**config.mk**
```make
export PLATFORM = sky130hd
export DESIGN_NAME = cache_ctrl
export DESIGN_NICKNAME = d
export VERILOG_FILES = /design/src/rtl/cache_ctrl.sv
export SDC_FILE = /design/constraint.sdc
export NUM_CORES = 2
export LEC_CHECK = 0
export BUFFER_PORTS_ARGS = -buffer_cell sky130_fd_sc_hd__buf_2
export CORE_ASPECT_RATIO = 1.75
export CORE_MARGIN = 8
export CORE_UTILIZATION = 25
export DETAILED_ROUTE_END_ITERATION = 8
export PLACE_DENSITY = 0.49
export REMOVE_ABC_BUFFERS = 1
export SLEW_MARGIN = 25
export SYNTH_ARGS = -nofsm -noshare
export SYNTH_HDL_FRONTEND = slang
export SYNTH_SLANG_ARGS = --single-unit
```
**constraint.sdc**
```tcl
create_clock -name clk -period 9.4 [get_ports clk]
set_input_delay 1.88 -clock clk [delete_from_list [all_inputs] [get_ports clk]]
set_output_delay 1.88 -clock clk [all_outputs]
set_load 0.05 [all_outputs]
```
**src/rtl/cache_ctrl.sv**
```systemverilog
// Direct-mapped, write-back, write-allocate cache controller, one 32-bit word per line.
// Optional macro CACHE_STATS_EN adds saturating hit_cnt/miss_cnt outputs.
module cache_ctrl #(
  parameter int ADDR_W  = 24,
  parameter int INDEX_W = 6
) (
  input  logic              clk,
  input  logic              rst_n,
  input  logic [ADDR_W-1:0] cpu_addr,
  input  logic              cpu_rd,
  input  logic              cpu_wr,
  input  logic [7:0]        cpu_wdata,
  output logic [7:0]        cpu_rdata,
  output logic              cpu_ready,
`ifdef CACHE_STATS_EN
  output logic [15:0]       hit_cnt,
  output logic [15:0]       miss_cnt,
`endif
  output logic [ADDR_W-1:0] mem_addr,
  output logic [31:0]       mem_wdata,
  input  logic [31:0]       mem_rdata,
  output logic              mem_fetch,
  output logic              mem_wrt_bck
);

  localparam int TAG_W = ADDR_W - INDEX_W - 2;
  localparam int LINES = 1 << INDEX_W;

  typedef enum logic [2:0] {IDLE, CHECK, WB, FETCH1, FETCH2} state_t;

  state_t state, next_state;

  logic [ADDR_W-1:0] req_addr;
  logic [7:0]        req_wdata;
  logic              req_wr;
  logic              refill;

  logic [LINES-1:0]  valid_arr;
  logic [LINES-1:0]  dirty_arr;
  logic [TAG_W-1:0]  tag_arr  [LINES];
  logic [31:0]       data_arr [LINES];

  logic [INDEX_W-1:0] req_index;
  logic [TAG_W-1:0]   req_tag;
  logic [1:0]         req_off;
  logic               line_valid;
  logic               line_dirty;
  logic [TAG_W-1:0]   line_tag;
  logic [31:0]        line_data;
  logic               hit;
  logic               req_valid;
  logic [7:0]         rd_byte;
  logic [31:0]        wr_word;

  assign req_index  = req_addr[INDEX_W+1:2];
  assign req_tag    = req_addr[ADDR_W-1:INDEX_W+2];
  assign req_off    = req_addr[1:0];
  assign line_valid = valid_arr[req_index];
  assign line_dirty = dirty_arr[req_index];
  assign line_tag   = tag_arr[req_index];
  assign line_data  = data_arr[req_index];
  assign hit        = line_valid && (line_tag == req_tag);
  // A request seen while the completion pulse is still high is the one just served.
  assign req_valid  = (cpu_rd || cpu_wr) && !cpu_ready;

  always_comb begin
    rd_byte = line_data[7:0];
    wr_word = line_data;
    case (req_off)
      2'd0: begin rd_byte = line_data[7:0];   wr_word[7:0]   = req_wdata; end
      2'd1: begin rd_byte = line_data[15:8];  wr_word[15:8]  = req_wdata; end
      2'd2: begin rd_byte = line_data[23:16]; wr_word[23:16] = req_wdata; end
      default: begin rd_byte = line_data[31:24]; wr_word[31:24] = req_wdata; end
    endcase
  end

  always_comb begin
    next_state  = state;
    mem_fetch   = 1'b0;
    mem_wrt_bck = 1'b0;
    mem_addr    = '0;
    mem_wdata   = '0;
    case (state)
      IDLE: begin
        if (req_valid) next_state = CHECK;
      end
      CHECK: begin
        if (hit)                           next_state = IDLE;
        else if (line_valid && line_dirty) next_state = WB;
        else                               next_state = FETCH1;
      end
      WB: begin
        mem_wrt_bck = 1'b1;
        mem_addr    = {line_tag, req_index, 2'b00};
        mem_wdata   = line_data;
        next_state  = FETCH1;
      end
      FETCH1: begin
        mem_fetch  = 1'b1;
        mem_addr   = {req_addr[ADDR_W-1:2], 2'b00};
        next_state = FETCH2;
      end
      FETCH2: begin
        mem_fetch  = 1'b1;
        mem_addr   = {req_addr[ADDR_W-1:2], 2'b00};
        next_state = CHECK;
      end
      default: next_state = IDLE;
    endcase
  end

  always_ff @(posedge clk or negedge rst_n) begin
    if (!rst_n) begin
      state     <= IDLE;
      req_addr  <= '0;
      req_wdata <= '0;
      req_wr    <= 1'b0;
      refill    <= 1'b0;
      cpu_ready <= 1'b0;
      cpu_rdata <= '0;
      valid_arr <= '0;
      dirty_arr <= '0;
    end else begin
      state     <= next_state;
      cpu_ready <= 1'b0;
      case (state)
        IDLE: begin
          if (req_valid) begin
            req_addr  <= cpu_addr;
            req_wdata <= cpu_wdata;
            req_wr    <= cpu_wr && !cpu_rd;
            refill    <= 1'b0;
          end
        end
        CHECK: begin
          if (hit) begin
            cpu_ready <= 1'b1;
            if (req_wr) dirty_arr[req_index] <= 1'b1;
            else        cpu_rdata <= rd_byte;
          end
        end
        FETCH2: begin
          valid_arr[req_index] <= 1'b1;
          dirty_arr[req_index] <= 1'b0;
          refill               <= 1'b1;
        end
        default: ;
      endcase
    end
  end

  // Reset forces IDLE immediately, so these unreset arrays never update after an abandoned miss.
  always_ff @(posedge clk) begin
    if (state == FETCH2) begin
      tag_arr[req_index]  <= req_tag;
      data_arr[req_index] <= mem_rdata;
    end else if (state == CHECK && hit && req_wr) begin
      data_arr[req_index] <= wr_word;
    end
  end

`ifdef CACHE_STATS_EN
  always_ff @(posedge clk or negedge rst_n) begin
    if (!rst_n) begin
      hit_cnt  <= '0;
      miss_cnt <= '0;
    end else if (state == CHECK && !refill) begin
      if (hit) begin
        if (hit_cnt != 16'hFFFF) hit_cnt <= hit_cnt + 16'd1;
      end else begin
        if (miss_cnt != 16'hFFFF) miss_cnt <= miss_cnt + 16'd1;
      end
    end
  end
`endif

endmodule

```
==> metrics.md <==
| Metric | Value |
|---|---|
| Status | `finished clean` |
| Share of post-route cells with drive strength above 1 | `20.5%` |
| Worst skew pair latency | `940 ps` |
| Initial antenna violation count | `53` |
| Die area | `525000 sq um` |
| Clock buffer depth | `4` |
| Routed WL | `529 mm` |
| Startpoint Class | `register` |
| Worst reg-to-reg path cell count | `12` |
| Max-Cap Viols | `0` |
| Synth warnings | `0` |
| Routability cong. | `0.889` |
| Hold Buf Count CTS | `0` |
| Max IR drop VDD | `0.210 mV` |
| Clock network power share | `26.4%` |
| PwrDens | `322 nW/um^2` |
| Main synth FF type | `edfxtp_1` |
| Worst-path clk slew | `70 ps` |
| Antenna-violating nets left | `0` |
| Post-synth EDFFs | `3072` |
| Pre-CTS setup slack | `2140 ps` |
| # Post-CTS Setup Buffers | `0` |
| Detailed placement HPWL | `335 mm` |
| Switching pwr | `19.1 mW` |
| DRC | `0` |
| Mapped Area | `125000 sq um` |
| CP endpoint kind | `output port` |
| #FFs+latches synth | `3245` |
| Leak | `45.6 nW` |
| Synth cell types | `88` |
| Clock Sinks | `3245` |
| Die X | `551 microns` |
| Number of global-route vias before repair | `76200` |
| Type of the worst setup path | `register to output port` |
| RSZ-0062 raised after global routing | `false` |
| Area leader, netlist | `edfxtp_1` |
| Req. time, crit path | `7520 ps` |
| # nets final | `7546` |
| Seq/Total Area, Yosys | `77.1%` |
| Multi-input logic area | `27700 sq um` |
| Final Instance Area | `147000 sq um` |
| Core area | `500000 sq um` |
| Number of fill cells | `49400` |
| Synth Instances | `7180` |
| Minimum clock period | `8200 ps` |
| Layout Skew | `86.9 ps` |
| Async S/R FF share, synth | `5.33%` |
| Largest net degree at the start of global routing | `77` |
| Max Slew Vio Count | `0` |
| Register area | `96600 sq um` |
| Max Clock Freq | `122 MHz` |
| Cell-internal power | `28.2 mW` |
| Via count | `77000` |
| Die Y | `953 microns` |
| Final worst slack | `1200 ps` |
| DRT Pass-1 Iters | `7` |
| Grt ovf | `0` |
| Worst hold slack | `465 ps` |
| Initial core utilization | `25.1%` |
| Tot Pwr | `47.3 mW` |
| TritonCTS clock tree | `built` |
| WL/cell | `37.0 microns` |
| TritonCTS Buffers | `298` |
| Num rows | `344` |
| Post-CTS resize count | `0` |
| Net switching fraction of the power | `40.3%` |
| Post-synth top cells | `edfxtp_1, a22oi_1, a221oi_1, mux2i_1, nor2_1` |
| Final Cycle Share | `87.2%` |
| DRT iter0 DRCs | `9149` |
| Slew @ Worst Pin | `1230 ps` |
| Arrival time at the worst endpoint | `6320 ps` |
| Power share of the sequential group | `36.4%` |
| Worst hold stages | `1` |
| Port Buffers | `132` |
| Hold Path Class | `register to register` |
| Comb pwr share | `37.2%` |
| Root Buffer | `clkbuf_16` |
| Placed Area | `137000 sq um` |
| Post-Syn Area per Cell | `17.5 sq um` |
| First-pass GRT wire length | `698 mm` |
| Number of setup violations in the final report | `0` |
| Cell with the most instances after synthesis | `edfxtp_1` |
| Total GRT Usage | `19.3%` |
| Worst-path maximum fanout | `27` |
| Ports | `135` |
| Synth top area cells | `edfxtp_1, dfrtp_1, a22oi_1` |
| H-Tree Depth | `5` |
| Yosys top cell area share | `73.6%` |
| Setup_tns | `0 ps` |
| Vias/cell | `5.38` |
| Slew HR | `18.1%` |
| Area Overhead vs Synth | `17.1%` |
| Fin. Hold Viols | `0` |
power by group through the flow:
stage | Combinational, mW | Clock [mW] | Sequential, mW
3_3_place_gp | 17.1 | 0 | 17.5
6_report | 17.6 | 12.5 | 17.2
5_1_grt | 17.7 | 13.0 | 17.2
2_1_floorplan | 8.15 | 0 | 18.2
3_5_place_dp | 17.3 | 0 | 17.5
4_1_cts | 17.3 | 12.6 | 17.2
final timing paths:
kind | slack, ps | endpoint | from
worst max-delay path | 1200 | mem_wdata[23] | req_addr[3]
worst min-delay path | 460 | valid_arr[56] | valid_arr[56]
worst max register to register | 1910 | data_arr[7][12] | req_addr[2]
worst min register to register | 460 | valid_arr[56] | valid_arr[56]
max in group asynchronous | 6980 | req_addr[3] | rst_n
min in group asynchronous | 960 | state[2] | rst_n
critical path, cell delays in order, from the launching register on:
cell and delay, ps:
dfrtp_4 790, buf_12 300, buf_4 350, and3b_4 700, buf_4 370, a22o_1 170
nor4_1 70, a31oi_1 690, a21oi_1 350, o211ai_1 510, and2_1 640, buf_2 390
state kept, by name, indices dropped and copies added (netlist names), named ones only:
| name | cells |
|---|---|
| state | 3 |
| cpu_ready | 1 |
| cpu_rdata | 8 |
| req_addr | 24 |
| req_wr | 1 |
| req_wdata | 8 |
| tag_arr | 1024 |
| valid_arr | 64 |
| data_arr | 2048 |
routing by layer:
layer | track usage, % | share of wire (%) | vias to the layer above
li1 | - | - | 30200
met1 | 21.2 | 34 | 40800
met2 | 32.8 | 49 | 4554
met3 | 2.98 | 7.2 | 1401
met4 | 15.9 | 10 | 30
met5 | 0 | 0.034 | -
kinds of logic (layout without fill, tap and decap cells):
group	count (synthesis)	in the layout	synth area share, %
xor+xnor	7	7	0.0489
flops	3245	3245	77.1
mux	607	607	6.06
other cells	1	31	0.00299
compound gates	1859	1859	11.1
simple gates	890	890	3.70
buf+inv	571	1093	2.02
cell usage in the layout, fill, tap and decap left out, types with 97 or more instances in the layout:
master     Yosys  routed
nand2_1      183     180
mux2_2       232     230
buf_2        178     134
a22oi_1      537     537
o21ai_0      143     132
mux4_2        97      97
buf_4         28     328
clkbuf_16      0     307
a22o_1       135     135
a221oi_1     315     313
dfrtp_1      173     151
edfxtp_1    3072    3072
mux2i_1      270     269
a31oi_1      124     120
a21oi_1      192     156
nor2_1       267     198
metrics by stage:
step | utilization, % | instances
2_1_floorplan | - | 6657
3_3_place_gp | 27.3 | 13700
3_5_place_dp | 27.4 | 13800
4_1_cts | 29.3 | 14300
5_1_grt | 29.3 | 14300
6_report | 29.4 | 14300
cell type report:
class                   instances  share of cell area, %
repair buffers                521                   2.96
clock inverters               149                   1.09
inverters                      47                  0.125
diodes                         29                 0.0494
multi-input cells            3365                   18.9
flip-flops and latches       3245                   65.8
well taps                    6574                   5.60
clock buffers                 376                   5.47
Power figures use the tool's default switching activity.
